**config.mk**
```make
export PLATFORM = sky130hd
export DESIGN_NAME = touch_led_ctrl
export DESIGN_NICKNAME = d
export VERILOG_FILES = /design/src/rtl/touch_led_ctrl.sv
export SDC_FILE = /design/constraint.sdc
export NUM_CORES = 1
export LEC_CHECK = 0
export ABC_CLOCK_PERIOD_IN_PS = 1900
export BUFFER_PORTS_ARGS = -buffer_cell sky130_fd_sc_hd__buf_2
export CAP_MARGIN = 5
export CORE_MARGIN = 8
export CORE_UTILIZATION = 40
export CTS_BUF_LIST = sky130_fd_sc_hd__clkbuf_16
export CTS_CLUSTER_SIZE = 14
export DETAILED_ROUTE_END_ITERATION = 10
export GPL_TIMING_DRIVEN = 0
export SLEW_MARGIN = 20
export SYNTH_ARGS = -nofsm -noshare
export SYNTH_HDL_FRONTEND = slang
export SYNTH_SLANG_ARGS = --single-unit
```
**constraint.sdc**
```tcl
create_clock -name sys_clk -period 1.9 [get_ports sys_clk]
set_input_delay 0.285 -clock sys_clk [delete_from_list [all_inputs] [get_ports sys_clk]]
set_output_delay 0.285 -clock sys_clk [all_outputs]
set_load 0.02 [all_outputs]
```
**src/rtl/touch_led_ctrl.sv**
```systemverilog
// ---------------------------------------------------------------------------
// touch_led_ctrl
//   Toggles an LED on every debounced press of a capacitive touch key.
//   The raw key level is synchronised (two flops), debounced (a level change
//   is accepted only after DEBOUNCE_CYCLES consecutive stable samples), and
//   rising-edge detected. Each accepted press inverts the LED and emits a
//   one-cycle strobe.
//
//   Optional feature (macro TOUCH_LONG_PRESS_EN): a hold counter runs while
//   the debounced key is held. Once it reaches LONG_PRESS_CYCLES-1 the LED is
//   forced off on the next edge, without a press_pulse strobe.
//
// Ports:
//   sys_clk     in   system clock, rising-edge active
//   sys_rst     in   asynchronous, active-high reset
//   touch       in   raw touch-key level (1 = touched), asynchronous
//   led         out  registered LED drive (1 = on)
//   press_pulse out  one-cycle strobe in the cycle led toggles
// ---------------------------------------------------------------------------
module touch_led_ctrl #(
   parameter int unsigned DEBOUNCE_CYCLES   = 16,
   parameter int unsigned CNT_W             = 20,
   parameter logic        LED_RESET_VAL     = 1'b0,
   parameter int unsigned LONG_PRESS_CYCLES = 1000
) (
   input  logic sys_clk,
   input  logic sys_rst,
   input  logic touch,
   output logic led,
   output logic press_pulse
);

   localparam logic [CNT_W-1:0] DB_LAST = CNT_W'(DEBOUNCE_CYCLES - 1);

   // Elaboration-time parameter sanity checks.
   if (DEBOUNCE_CYCLES < 1 || DEBOUNCE_CYCLES > (1 << 20)) begin : g_chk_db_range
      $error("touch_led_ctrl: DEBOUNCE_CYCLES out of range 1..2^20");
   end
   if (CNT_W < 32 && ((DEBOUNCE_CYCLES - 1) >> CNT_W) != 0) begin : g_chk_cnt_w
      $error("touch_led_ctrl: CNT_W too narrow for DEBOUNCE_CYCLES");
   end
   if (LONG_PRESS_CYCLES < 1) begin : g_chk_long
      $error("touch_led_ctrl: LONG_PRESS_CYCLES must be at least 1");
   end

   logic             s1;
   logic             s2;
   logic             db;
   logic [CNT_W-1:0] cnt;

`ifdef TOUCH_LONG_PRESS_EN
   localparam int unsigned     HOLD_W    = $clog2(LONG_PRESS_CYCLES + 1);
   localparam logic [HOLD_W-1:0] HOLD_MAX  = HOLD_W'(LONG_PRESS_CYCLES);
   localparam logic [HOLD_W-1:0] HOLD_FIRE = HOLD_W'(LONG_PRESS_CYCLES - 1);
   logic [HOLD_W-1:0] hold;
`endif

   always_ff @(posedge sys_clk or posedge sys_rst) begin
      if (sys_rst) begin
         s1          <= 1'b0;
         s2          <= 1'b0;
         db          <= 1'b0;
         cnt         <= '0;
         led         <= LED_RESET_VAL;
         press_pulse <= 1'b0;
`ifdef TOUCH_LONG_PRESS_EN
         hold        <= '0;
`endif
      end else begin
         s1          <= touch;
         s2          <= s1;
         press_pulse <= 1'b0;

         // The toggle is decided on the same edge that accepts the new
         // debounced level, so led and db change together.
         if (s2 == db) begin
            cnt <= '0;
         end else if (cnt == DB_LAST) begin
            db  <= s2;
            cnt <= '0;
            if (s2) begin
               led         <= ~led;
               press_pulse <= 1'b1;
            end
         end else begin
            cnt <= cnt + CNT_W'(1);
         end

`ifdef TOUCH_LONG_PRESS_EN
         // Toggling only happens while db==0, so this later assignment never
         // collides with a toggle on the same edge.
         if (db) begin
            if (hold != HOLD_MAX) begin
               hold <= hold + HOLD_W'(1);
            end
            if (hold == HOLD_FIRE) begin
               led <= 1'b0;
            end
         end else begin
            hold <= '0;
         end
`endif
      end
   end

endmodule

```
==> summary.md, run 1 <==
| Metric | Value |
|---|---|
| Sequential area share after synthesis | 47.9% |
| Synth Area in XOR/XNOR | 9.40% |
| Hold slack | about 0.13 ns |
| Post-route ant nets | 0 |
| Final hold vios | 0 |
| Htree depth | 1 |
| GRT overflow | 0 |
| Mux contribution to synthesized area | 0% |
| Worst r2r src | cnt[0] |
| Clock slew at reported path FFs | 0.06 ns |
| MaxCap Viol Count | 0 |
| Number of buffers created by CTS | 3 |
| Clock Latency Late Sink | roughly 0.26 ns |
| Mapped cell area | 1310 sq um |
| Outcome | completed |
| CP endpoint | cnt[18] |
| Most frequent cells in the layout | dfrtp_1 (25), nor2_1 (20), nor4_1 (11), xnor2_1 (11) |
| Avg Cell Area, Syn | 10.1 sq um |
| Detailed placement HPWL | 1.77 mm |
| Worst R2R Setup Slack | around 0.17 ns |
| Synth async-reset ratio | 100% |
| CP max-delay cell | or4_4 |
| Post CTS Setup Buffer Count | 0 |
| Post-Synth Simple-Gate Area | around a third |
| I/O pins | 5 |
| Skew final | 0.00387 ns |
| Worst path top cell family by delay | simple AND/OR/NAND/NOR gates |
| CTS Hold Bufs | 0 |
| PD cells | about 700 nW/um^2 |
| Largest net degree at the start of global routing | 26 |
| Setup Crit Path Kind | reg -> reg |
| Post-layout minimum cycle time | 1.73 ns |
| Kind of start point of the critical path | register |
| Final period util | 91.2% |
| Die Span X | about 73 microns |
| Clock Tree Buf Depth | 2 |
| Ant. Diodes | 0 |
| PortBufs | 4 |
| Final slew viol count | 0 |
| Die ar. | 5350 sq um |
| WL final | 2.51 mm |
| Area Overhead vs Synth | 13.5% |
| Hold path cells | 1 |
| CP required | 2.04 ns |
| Slew @ Worst Pin | 0.941 ns |
| HP Class | in -> reg |
| CP Capture Type | register |
| First-pass GRT wire length | about 4.7 mm |
| Post-synth EDFFs | 0 |
| Fmax | 577 MHz |
| Reg2reg end | cnt[18] |
| DRT iter0 DRCs | 45 |
| Routability cong. | 0.776 |
| RSZ-0062 raised after global routing | no |
| Root Buffer | clkbuf_16 |
| Vias in the first global route | 1016 |
| Final nets | 146 |
| Commonest non-fill, non-tap cell in the layout | dfrtp_1 |
| CTS tree | built |
| Sequential Area | ~630 sq um |
| Yosys warning total | 0 |
| Core area | around 3000 sq um |
| Total chip power | 1.04 mW |
| VDD IR-drop max | 0.000344 V |
| Top FF cell, synth | dfrtp_1 |
| Area contributors post-synth | dfrtp_1 (48%), xnor2_1 (7.4%), nor2_1 (5.8%) |
| Vias/cell | between 5 and 6 |
| CP bufs+invs | 0 |
| # setup viols final | 0 |
| Synth Net Count | 134 |
| Synth Register Bits | 25 |
| Leakage Power | roughly 0.65 nW |
| FP Rows | 20 |
| # fillers | about 300 |
| Final TNS setup | 0 ns |
| Netlist cell types | 28 |
| Levels on crit path | 5 |
| Crit path largest cell delay | 0.58 ns |
| Ratio of cells with drive above 1 in the final layout | between 15 and 20% |
| Cells after Synth | 129 |
| Synth area leader | dfrtp_1 |
| Crit path DAT | roughly 1.9 ns |
| Adder-cell share of the synthesized area | 1.92% |
| Worst-path maximum fanout | 6 |
| Multi-input logic area | 628 sq um |
| Crit-path cells | ha_1, nand3_2, or4_4, o21ai_1, a21oi_1 |
| Top cell type's share of synthesized area | 47.9% |
| Clk sink count | 25 |
| Initial antenna violation count | 0 |
| Largest family of logic cells by synthesized area | simple AND/OR/NAND/NOR gates |
| Tot GR Track Use | ~11% |
| DRC Markers | 0 |
| Via Count | 958 |
| Crit path from | cnt[0] |
| Cts repair resizes | 0 |
| Wirelength per Cell | 13.6 microns |
| First drt pass iteration count | 4 |
| Synth Area in Compound Gates | 4.70% |
| Worst R2R Path Depth | 5 |
| Starting Density | 42.4% |
| Die span in y | 73.1 microns |
| Slew margin rel. | 37.2% |
synth_stat cells, types with 3 or more instances:
master,n
inv_1,7
nand3_1,7
xor2_1,3
dfrtp_1,25
nor4_1,11
nor3_1,5
nor2_1,20
xnor2_1,11
a21oi_1,5
nand2_1,8
worst min-delay path by stage:
stage,start,to,slack (ns)
final,touch,s1,0.13
after detailed placement,s1,s2,0.33
after global placement,s1,s2,0.34
after CTS,touch,s1,0.13
after floorplan,sys_rst,cnt[0],0.31
after global routing,touch,s1,0.13
per-stage QoR:
step           std cells  util [%]  setup slack (ns)  area [sq um]
2_1_floorplan        129         -             0.306          1310
3_3_place_gp         177      44.8             0.164          1380
3_5_place_dp         177      44.8             0.126          1380
4_1_cts              181      47.4             0.115          1460
5_1_grt              184      48.1            0.0352          1480
6_report             184      48.1             0.167          1480
routing by layer:
metal	track usage, %	wire length, microns	up-vias
li1	-	-	476
met1	13.3	1170	465
met2	18.0	1210	13
met4	4.22	37	0
met5	0	0	-
met3	3.30	89	4
report_power, final:
part / internal [mW] / switching, mW / total (mW) / leakage (nW)
combinational: 0.0152 / 0.0250 / 0.0402 / 0.266
sequential: 0.540 / 0.00602 / 0.546 / 0.342
clock: 0.281 / 0.175 / 0.456 / 0.0423
state kept, by name, indices dropped and copies added (netlist names):
signal	count
s1	1
press_pulse	1
s2	1
db	1
cnt	20
led	1
cell families (layout without fill, tap and decap cells):
group                      Yosys count  count (layout)
adders and majority gates            2               2
DFF                                 25              25
xor gates and xnor gates            14              14
and+or+nand+nor                     67              67
AOI/OAI and AO/OA                    9               9
buffers and inverters               12              23
area by class of cell:
cell class	count	area share [%]
buffer	5	1.69
clock buffer	3	5.07
clock inverter	1	0.253
inverter	7	1.77
multi-input combinational	92	42.4
sequential	25	42.2
tap	44	3.72
timing repair buffer	7	2.87
No activity file was read; power rests on OpenSTA's default activity.
==> run 2: changes to the inputs <==
--- a/config.mk
+++ b/config.mk
@@ -8,12 +8,15 @@
 export ABC_CLOCK_PERIOD_IN_PS = 1900
 export BUFFER_PORTS_ARGS = -buffer_cell sky130_fd_sc_hd__buf_2
 export CAP_MARGIN = 5
+export CELL_PAD_IN_SITES_DETAIL_PLACEMENT = 1
+export CELL_PAD_IN_SITES_GLOBAL_PLACEMENT = 1
 export CORE_MARGIN = 8
 export CORE_UTILIZATION = 40
 export CTS_BUF_LIST = sky130_fd_sc_hd__clkbuf_16
 export CTS_CLUSTER_SIZE = 14
 export DETAILED_ROUTE_END_ITERATION = 10
 export GPL_TIMING_DRIVEN = 0
+export PLACE_DENSITY = 0.66
 export SLEW_MARGIN = 20
 export SYNTH_ARGS = -nofsm -noshare
 export SYNTH_HDL_FRONTEND = slang
==> summary.md, run 2 (synthesis results as in run 1) <==
| Metric | Value |
|---|---|
| CP max-delay cell | dfrtp_1 (was or4_4) |
| Starting Density | 42.4% (unchanged) |
| Commonest non-fill, non-tap cell in the layout | dfrtp_1 (unchanged) |
| Crit path DAT | 1.92 ns (was 1.88 ns) |
| Setup Crit Path Kind | reg -> reg (unchanged) |
| Fmax | 564 MHz (was 577 MHz) |
| HP Class | in -> async (was in -> reg) |
| Worst path top cell family by delay | simple AND/OR/NAND/NOR gates (unchanged) |
| CP Capture Type | register (unchanged) |
| Core Util, Final | 49.3% (was 48.1%) |
| VDD IR-drop max | 0.000307 V (was 0.000344 V) |
| Initial antenna violation count | 0 (unchanged) |
| Die span in y | 73.1 microns (unchanged) |
| Htree depth | 1 (unchanged) |
| Kind of start point of the critical path | register (unchanged) |
| Core area | 3080 sq um (unchanged) |
| PortBufs | 4 (unchanged) |
| Logic gate share of total power | 4.2% (was 3.9%) |
| Worst R2R Setup Slack | 0.13 ns (was 0.17 ns) |
| Tot GR Track Use | 12.4% (was 11.1%) |
| Final TNS setup | 0 ns (unchanged) |
| Area Overhead vs Synth | 16.3% (was 13.5%) |
| Final hold vios | 0 (unchanged) |
| CTS Hold Bufs | 0 (unchanged) |
| Clock Latency Late Sink | 0.26 ns (about the same) |
| CTS tree | built (unchanged) |
| DRC Markers | 0 (unchanged) |
| FP Rows | 20 (unchanged) |
| Most frequent cells in the layout | dfrtp_1 (25), nor2_1 (20), xnor2_1 (11), nor4_1 (9), nand2_1 (8) (was dfrtp_1 (25), nor2_1 (20), nor4_1 (11), xnor2_1 (11)) |
| Worst-path maximum fanout | 10 (was 6) |
| Via Count | 982 (was 958) |
| Top reg by flops | cnt (unchanged) |
| Slew @ Worst Pin | 0.925 ns (was 0.941 ns) |
| First-pass GRT wire length | 5.09 mm (was 4.68 mm) |
| Number of flip-flops in the largest register | 20 (unchanged) |
| Final slew viol count | 0 (unchanged) |
| Crit path largest cell delay | 0.39 ns (was 0.58 ns) |
| Die Span X | 73.1 microns (unchanged) |
| Outcome | completed (unchanged) |
| MaxCap Viol Count | 0 (unchanged) |
| Clk sink count | 25 (unchanged) |
| Slew margin rel. | 38.0% (was 37.2%) |
| Switching pwr | 0.228 mW (was 0.206 mW) |
| Flop pwr share | 51.1% (was 52.4%) |
| DRT iter0 DRCs | 26 (was 45) |
| I/O pins | 5 (unchanged) |
| Post-layout minimum cycle time | 1.77 ns (was 1.73 ns) |
| PD cells | 705 nW/um^2 (was 703 nW/um^2) |
| GRT overflow | 0 (unchanged) |
| Final period util | 93.4% (was 91.2%) |
| Die ar. | 5350 sq um (unchanged) |
| Crit-path cells | ha_1, and3_1, nand3_2, o21bai_4, buf_4, nor2_1 (was ha_1, nand3_2, or4_4, o21ai_1, a21oi_1) |
| CP bufs+invs | 1 (was 0) |
| Skew final | 0.00231 ns (was 0.00387 ns) |
| Leakage Power | 0.650 nW (about the same) |
| Detailed placement HPWL | 2.13 mm (was 1.77 mm) |
| Total chip power | 1.07 mW (was 1.04 mW) |
| Ant. Diodes | 0 (unchanged) |
| Largest net degree at the start of global routing | 26 (unchanged) |
| Clock Tree Buf Depth | 2 (unchanged) |
| Setup ws final | 0.126 ns (was 0.167 ns) |
| Clock slew at reported path FFs | 0.07 ns (was 0.06 ns) |
| Clk pwr share | 44.7% (was 43.8%) |
| Sw frac | 21.3% (was 19.8%) |
| # setup viols final | 0 (unchanged) |
| Wirelength per Cell | 16.4 microns (was 13.6 microns) |
| Pre-CTS setup slack | 0.0445 ns (was 0.126 ns) |
| CP required | 2.05 ns (was 2.04 ns) |
| First drt pass iteration count | 4 (unchanged) |
| Hold slack | 0.106 ns (was 0.133 ns) |
| Routability cong. | 0.784 (was 0.776) |
| Final nets | 147 (was 146) |
| Post-route ant nets | 0 (unchanged) |
| Internal power | 0.842 mW (was 0.836 mW) |
| WL final | 3.03 mm (was 2.51 mm) |
| Vias in the first global route | 1027 (was 1016) |
| Root Buffer | clkbuf_16 (unchanged) |
| Number of buffers created by CTS | 3 (unchanged) |
| Vias/cell | 5.31 (was 5.21) |
| Ratio of cells with drive above 1 in the final layout | 19.1% (was 15.7%) |
-- run 2: changes by cell type in the layout (fill, tap and decap cells not counted), sizes merged --
| cell | previous run | this run |
|---|---|---|
| buf | 10 | 11 |
| clkinv | 0 | 1 |
| clkinvlp | 0 | 1 |
| inv | 8 | 6 |
-- run 2: timing repair --
item                                    CTS  global route
buffers inserted                          0             4
gates resized for setup                   0             4
endpoints found under the setup margin    0            11
-- run 2: through the flow --
stage	area, sq um	instances
finish	1520	185
global route	1520	185
CTS	1460	181
detailed placement	1380	177
global placement	1380	177
floorplan	1310	129
-- run 2: worst paths after layout --
path,cells past startpoint,startpoint,end
max reg2reg,6,cnt[0],cnt[14]
max in group asynchronous,2,sys_rst,cnt[11]
min in group sys_clk,1,touch,s1
min reg2reg,0,s1,s2
min,2,sys_rst,cnt[18]
max,6,cnt[0],cnt[14]
-- run 2: layer usage --
| layer | track usage (%) | share of wire [%] | vias up |
|---|---|---|---|
| met5 | 0 | 0 | - |
| met3 | 3.02 | 3.3 | 5 |
| met4 | 4.67 | 1.5 | 0 |
| met1 | 15.4 | 45 | 485 |
| li1 | - | - | 477 |
| met2 | 20.0 | 50 | 15 |
-- run 2: power groups by stage --
stage	logic, mW	registers [mW]	clock network, mW
after floorplan	0.0270	0.555	0
after global placement	0.0368	0.555	0
after detailed placement	0.0396	0.556	0
after CTS	0.0396	0.546	0.494
after global routing	0.0527	0.547	0.503
final	0.0447	0.546	0.479
-- run 2: cell type report --
type                            instances  area, sq um
Fill cell                             347         1560
Multi-Input combinational cell         92          653
Sequential cell                        25          626
Clock buffer                            3         75.1
Tap cell                               44         55.1
Timing Repair Buffer                    8         50.0
Inverter                                7         26.3
Buffer                                  5         25.0
Clock inverter                          1         7.51
-- run 2: worst reg2reg max path: cells and delay by family (launching register included) --
family | cells | cell delay (ns)
compound gates | 1 | 0.26
fa+ha+maj | 1 | 0.27
buf+inv | 1 | 0.22
flops | 1 | 0.39
simple gates | 3 | 0.52
==> run 3: changes to the inputs <==
--- a/config.mk
+++ b/config.mk
@@ -10,6 +10,7 @@
 export CAP_MARGIN = 5
 export CELL_PAD_IN_SITES_DETAIL_PLACEMENT = 1
 export CELL_PAD_IN_SITES_GLOBAL_PLACEMENT = 1
+export CORE_ASPECT_RATIO = 0.5
 export CORE_MARGIN = 8
 export CORE_UTILIZATION = 40
 export CTS_BUF_LIST = sky130_fd_sc_hd__clkbuf_16
@@ -17,7 +18,7 @@
 export DETAILED_ROUTE_END_ITERATION = 10
 export GPL_TIMING_DRIVEN = 0
 export PLACE_DENSITY = 0.66
-export SLEW_MARGIN = 20
+export SLEW_MARGIN = 40
 export SYNTH_ARGS = -nofsm -noshare
 export SYNTH_HDL_FRONTEND = slang
 export SYNTH_SLANG_ARGS = --single-unit
==> summary.md, run 3 (synthesis results as in run 1) <==
| Metric | Value |
|---|---|
| Root Buffer | clkbuf_16 (unchanged) |
| CP Capture Type | register (unchanged) |
| Worst R2R Setup Slack | 0.10 ns (was 0.13 ns) |
| Leakage Power | 0.654 nW (was 0.650 nW) |
| Crit-path cells | clkbuf_1, nor4_1, nand3_2, o21bai_4, buf_4, nor2_1 (was ha_1, and3_1, nand3_2, o21bai_4, buf_4, nor2_1) |
| Vias in the first global route | 1019 (was 1027) |
| Clock Latency Late Sink | 0.26 ns (about the same) |
| Core Util, Final | 48.9% (was 49.3%) |
| Final period util | 94.5% (was 93.4%) |
| Multi-input logic area | 633 sq um (was 653 sq um) |
| Post-DP Area | 1380 sq um (about the same) |
| Final nets | 147 (unchanged) |
| Setup ws final | 0.105 ns (was 0.126 ns) |
| Skew final | 0.00296 ns (was 0.00231 ns) |
| Die ar. | 5460 sq um (was 5350 sq um) |
| Clock Tree Buf Depth | 2 (unchanged) |
| Htree depth | 1 (unchanged) |
| Most frequent cells in the layout | dfrtp_1 (25), nor2_1 (20), nor4_1 (11), xnor2_1 (11), nand2_1 (8) (was dfrtp_1 (25), nor2_1 (20), xnor2_1 (11), nor4_1 (9), nand2_1 (8)) |
| Crit path largest cell delay | 0.38 ns (was 0.39 ns) |
| Outcome | completed (unchanged) |
| Final hold vios | 0 (unchanged) |
| Final instance area | 1490 sq um (was 1520 sq um) |
| Ratio of cells with drive above 1 in the final layout | 17.7% (was 19.1%) |
| HP Class | in -> async (unchanged) |
| CP max-delay cell | nor4_1 (was dfrtp_1) |
| Setup Crit Path Kind | reg -> reg (unchanged) |
| Die Span X | 96.8 microns (was 73.1 microns) |
| Initial antenna violation count | 0 (unchanged) |
| Ant. Diodes | 0 (unchanged) |
| GRT overflow | 0 (unchanged) |
| CP bufs+invs | 2 (was 1) |
| Worst r2r src | cnt[11] (was cnt[0]) |
| Reg2reg end | cnt[14] (unchanged) |
| Largest net degree at the start of global routing | 26 (unchanged) |
| Slew @ Worst Pin | 0.535 ns (was 0.925 ns) |
| Clock slew at reported path FFs | 0.06 ns (was 0.07 ns) |
| Final slew viol count | 0 (unchanged) |
| CTS Hold Bufs | 0 (unchanged) |
| # fillers | 350 (was 347) |
| CP required | 2.05 ns (about the same) |
| PD cells | 709 nW/um^2 (was 705 nW/um^2) |
| Worst R2R Path Depth | 6 (unchanged) |
| Number of flip-flops in the largest register | 20 (unchanged) |
| WL final | 2.88 mm (was 3.03 mm) |
| CTS tree | built (unchanged) |
| Commonest non-fill, non-tap cell in the layout | dfrtp_1 (unchanged) |
| Core area | 3050 sq um (was 3080 sq um) |
| First-pass GRT wire length | 5.11 mm (was 5.09 mm) |
| FP Rows | 14 (was 20) |
| Post-route ant nets | 0 (unchanged) |
| Vias/cell | 5.24 (was 5.31) |
| Routability cong. | 0.723 (was 0.784) |
| Sequential Area | 626 sq um (unchanged) |
| I/O pins | 5 (unchanged) |
| Die span in y | 56.4 microns (was 73.1 microns) |
| Fmax | 557 MHz (was 564 MHz) |
| Area Overhead vs Synth | 14.1% (was 16.3%) |
| Worst path top cell family by delay | simple AND/OR/NAND/NOR gates (unchanged) |
| Pre-CTS setup slack | 0.0662 ns (was 0.0445 ns) |
| VDD IR-drop max | 0.000347 V (was 0.000307 V) |
| Top reg by flops | cnt (unchanged) |
| # setup viols final | 0 (unchanged) |
| Kind of start point of the critical path | register (unchanged) |
| Crit path DAT | 1.94 ns (was 1.92 ns) |
| PortBufs | 4 (unchanged) |
| Detailed placement HPWL | 2.05 mm (was 2.13 mm) |
| Tot GR Track Use | 11.3% (was 12.4%) |
| Hold slack | 0.0627 ns (was 0.106 ns) |
| Clk sink count | 25 (unchanged) |
| Slew margin rel. | 64.3% (was 38.0%) |
| Wirelength per Cell | 15.9 microns (was 16.4 microns) |
| Post-layout minimum cycle time | 1.80 ns (was 1.77 ns) |
| MaxCap Viol Count | 0 (unchanged) |
| Via Count | 948 (was 982) |
| First drt pass iteration count | 4 (unchanged) |
| DRC Markers | 0 (unchanged) |
| Starting Density | 42.8% (was 42.4%) |
| Number of buffers created by CTS | 3 (unchanged) |
| DRT iter0 DRCs | 18 (was 26) |
| Worst-path maximum fanout | 10 (unchanged) |
-- run 3: per-stage QoR --
step	setup TNS [ns]	cells	total power, mW
after floorplan	0	129	0.582
after global placement	0	173	0.593
after detailed placement	0	173	0.595
after CTS	0	177	1.07
after global routing	-0.0752	181	1.09
final	0	181	1.06
-- run 3: how the worst max path moves through the flow --
| stage | slack, ns | from | cells past startpoint | to |
|---|---|---|---|---|
| 4_1_cts | 0.06 | cnt[16] | 5 | cnt[14] |
| 5_1_grt | -0.02 | cnt[11] | 6 | cnt[14] |
| 3_5_place_dp | 0.07 | cnt[16] | 5 | cnt[8] |
| 6_report | 0.10 | cnt[11] | 6 | cnt[14] |
| 2_1_floorplan | 0.31 | cnt[0] | 5 | cnt[16] |
| 3_3_place_gp | 0.10 | cnt[0] | 6 | cnt[9] |
-- run 3: power breakdown --
group          switching [mW]  leakage [nW]  internal [mW]
sequential            0.00625         0.342          0.540
clock                   0.185        0.0423          0.282
combinational          0.0264         0.270         0.0165
-- run 3: final cells by class --
type | instances | area share, %
multi-input combinational | 92 | 42.5
sequential | 25 | 42.0
clock buffer | 3 | 5.04
timing repair buffer | 8 | 3.36
tap | 40 | 3.36
inverter | 7 | 1.76
buffer | 5 | 1.68
clock inverter | 1 | 0.252
-- run 3: what timing repair did --
action                                  in CTS  in global routing
buffers inserted                             0                  4
endpoints found under the setup margin       0                 10
gates resized for setup                      0                  1
-- run 3: metal layers --
layer | global-route usage (%) | share of wire (%) | vias to the layer above
li1 | - | - | 476
met1 | 15.2 | 52 | 463
met2 | 16.7 | 44 | 7
met3 | 4.02 | 3.6 | 2
met4 | 2.60 | 0.49 | 0
met5 | 0 | 0 | -
-- run 3: worst reg2reg max path: stages, from the launching register on --
cell	delay (ns)
dfrtp_1	0.36
clkbuf_1	0.19
nor4_1	0.38
nand3_2	0.18
o21bai_4	0.28
buf_4	0.24
nor2_1	0.06
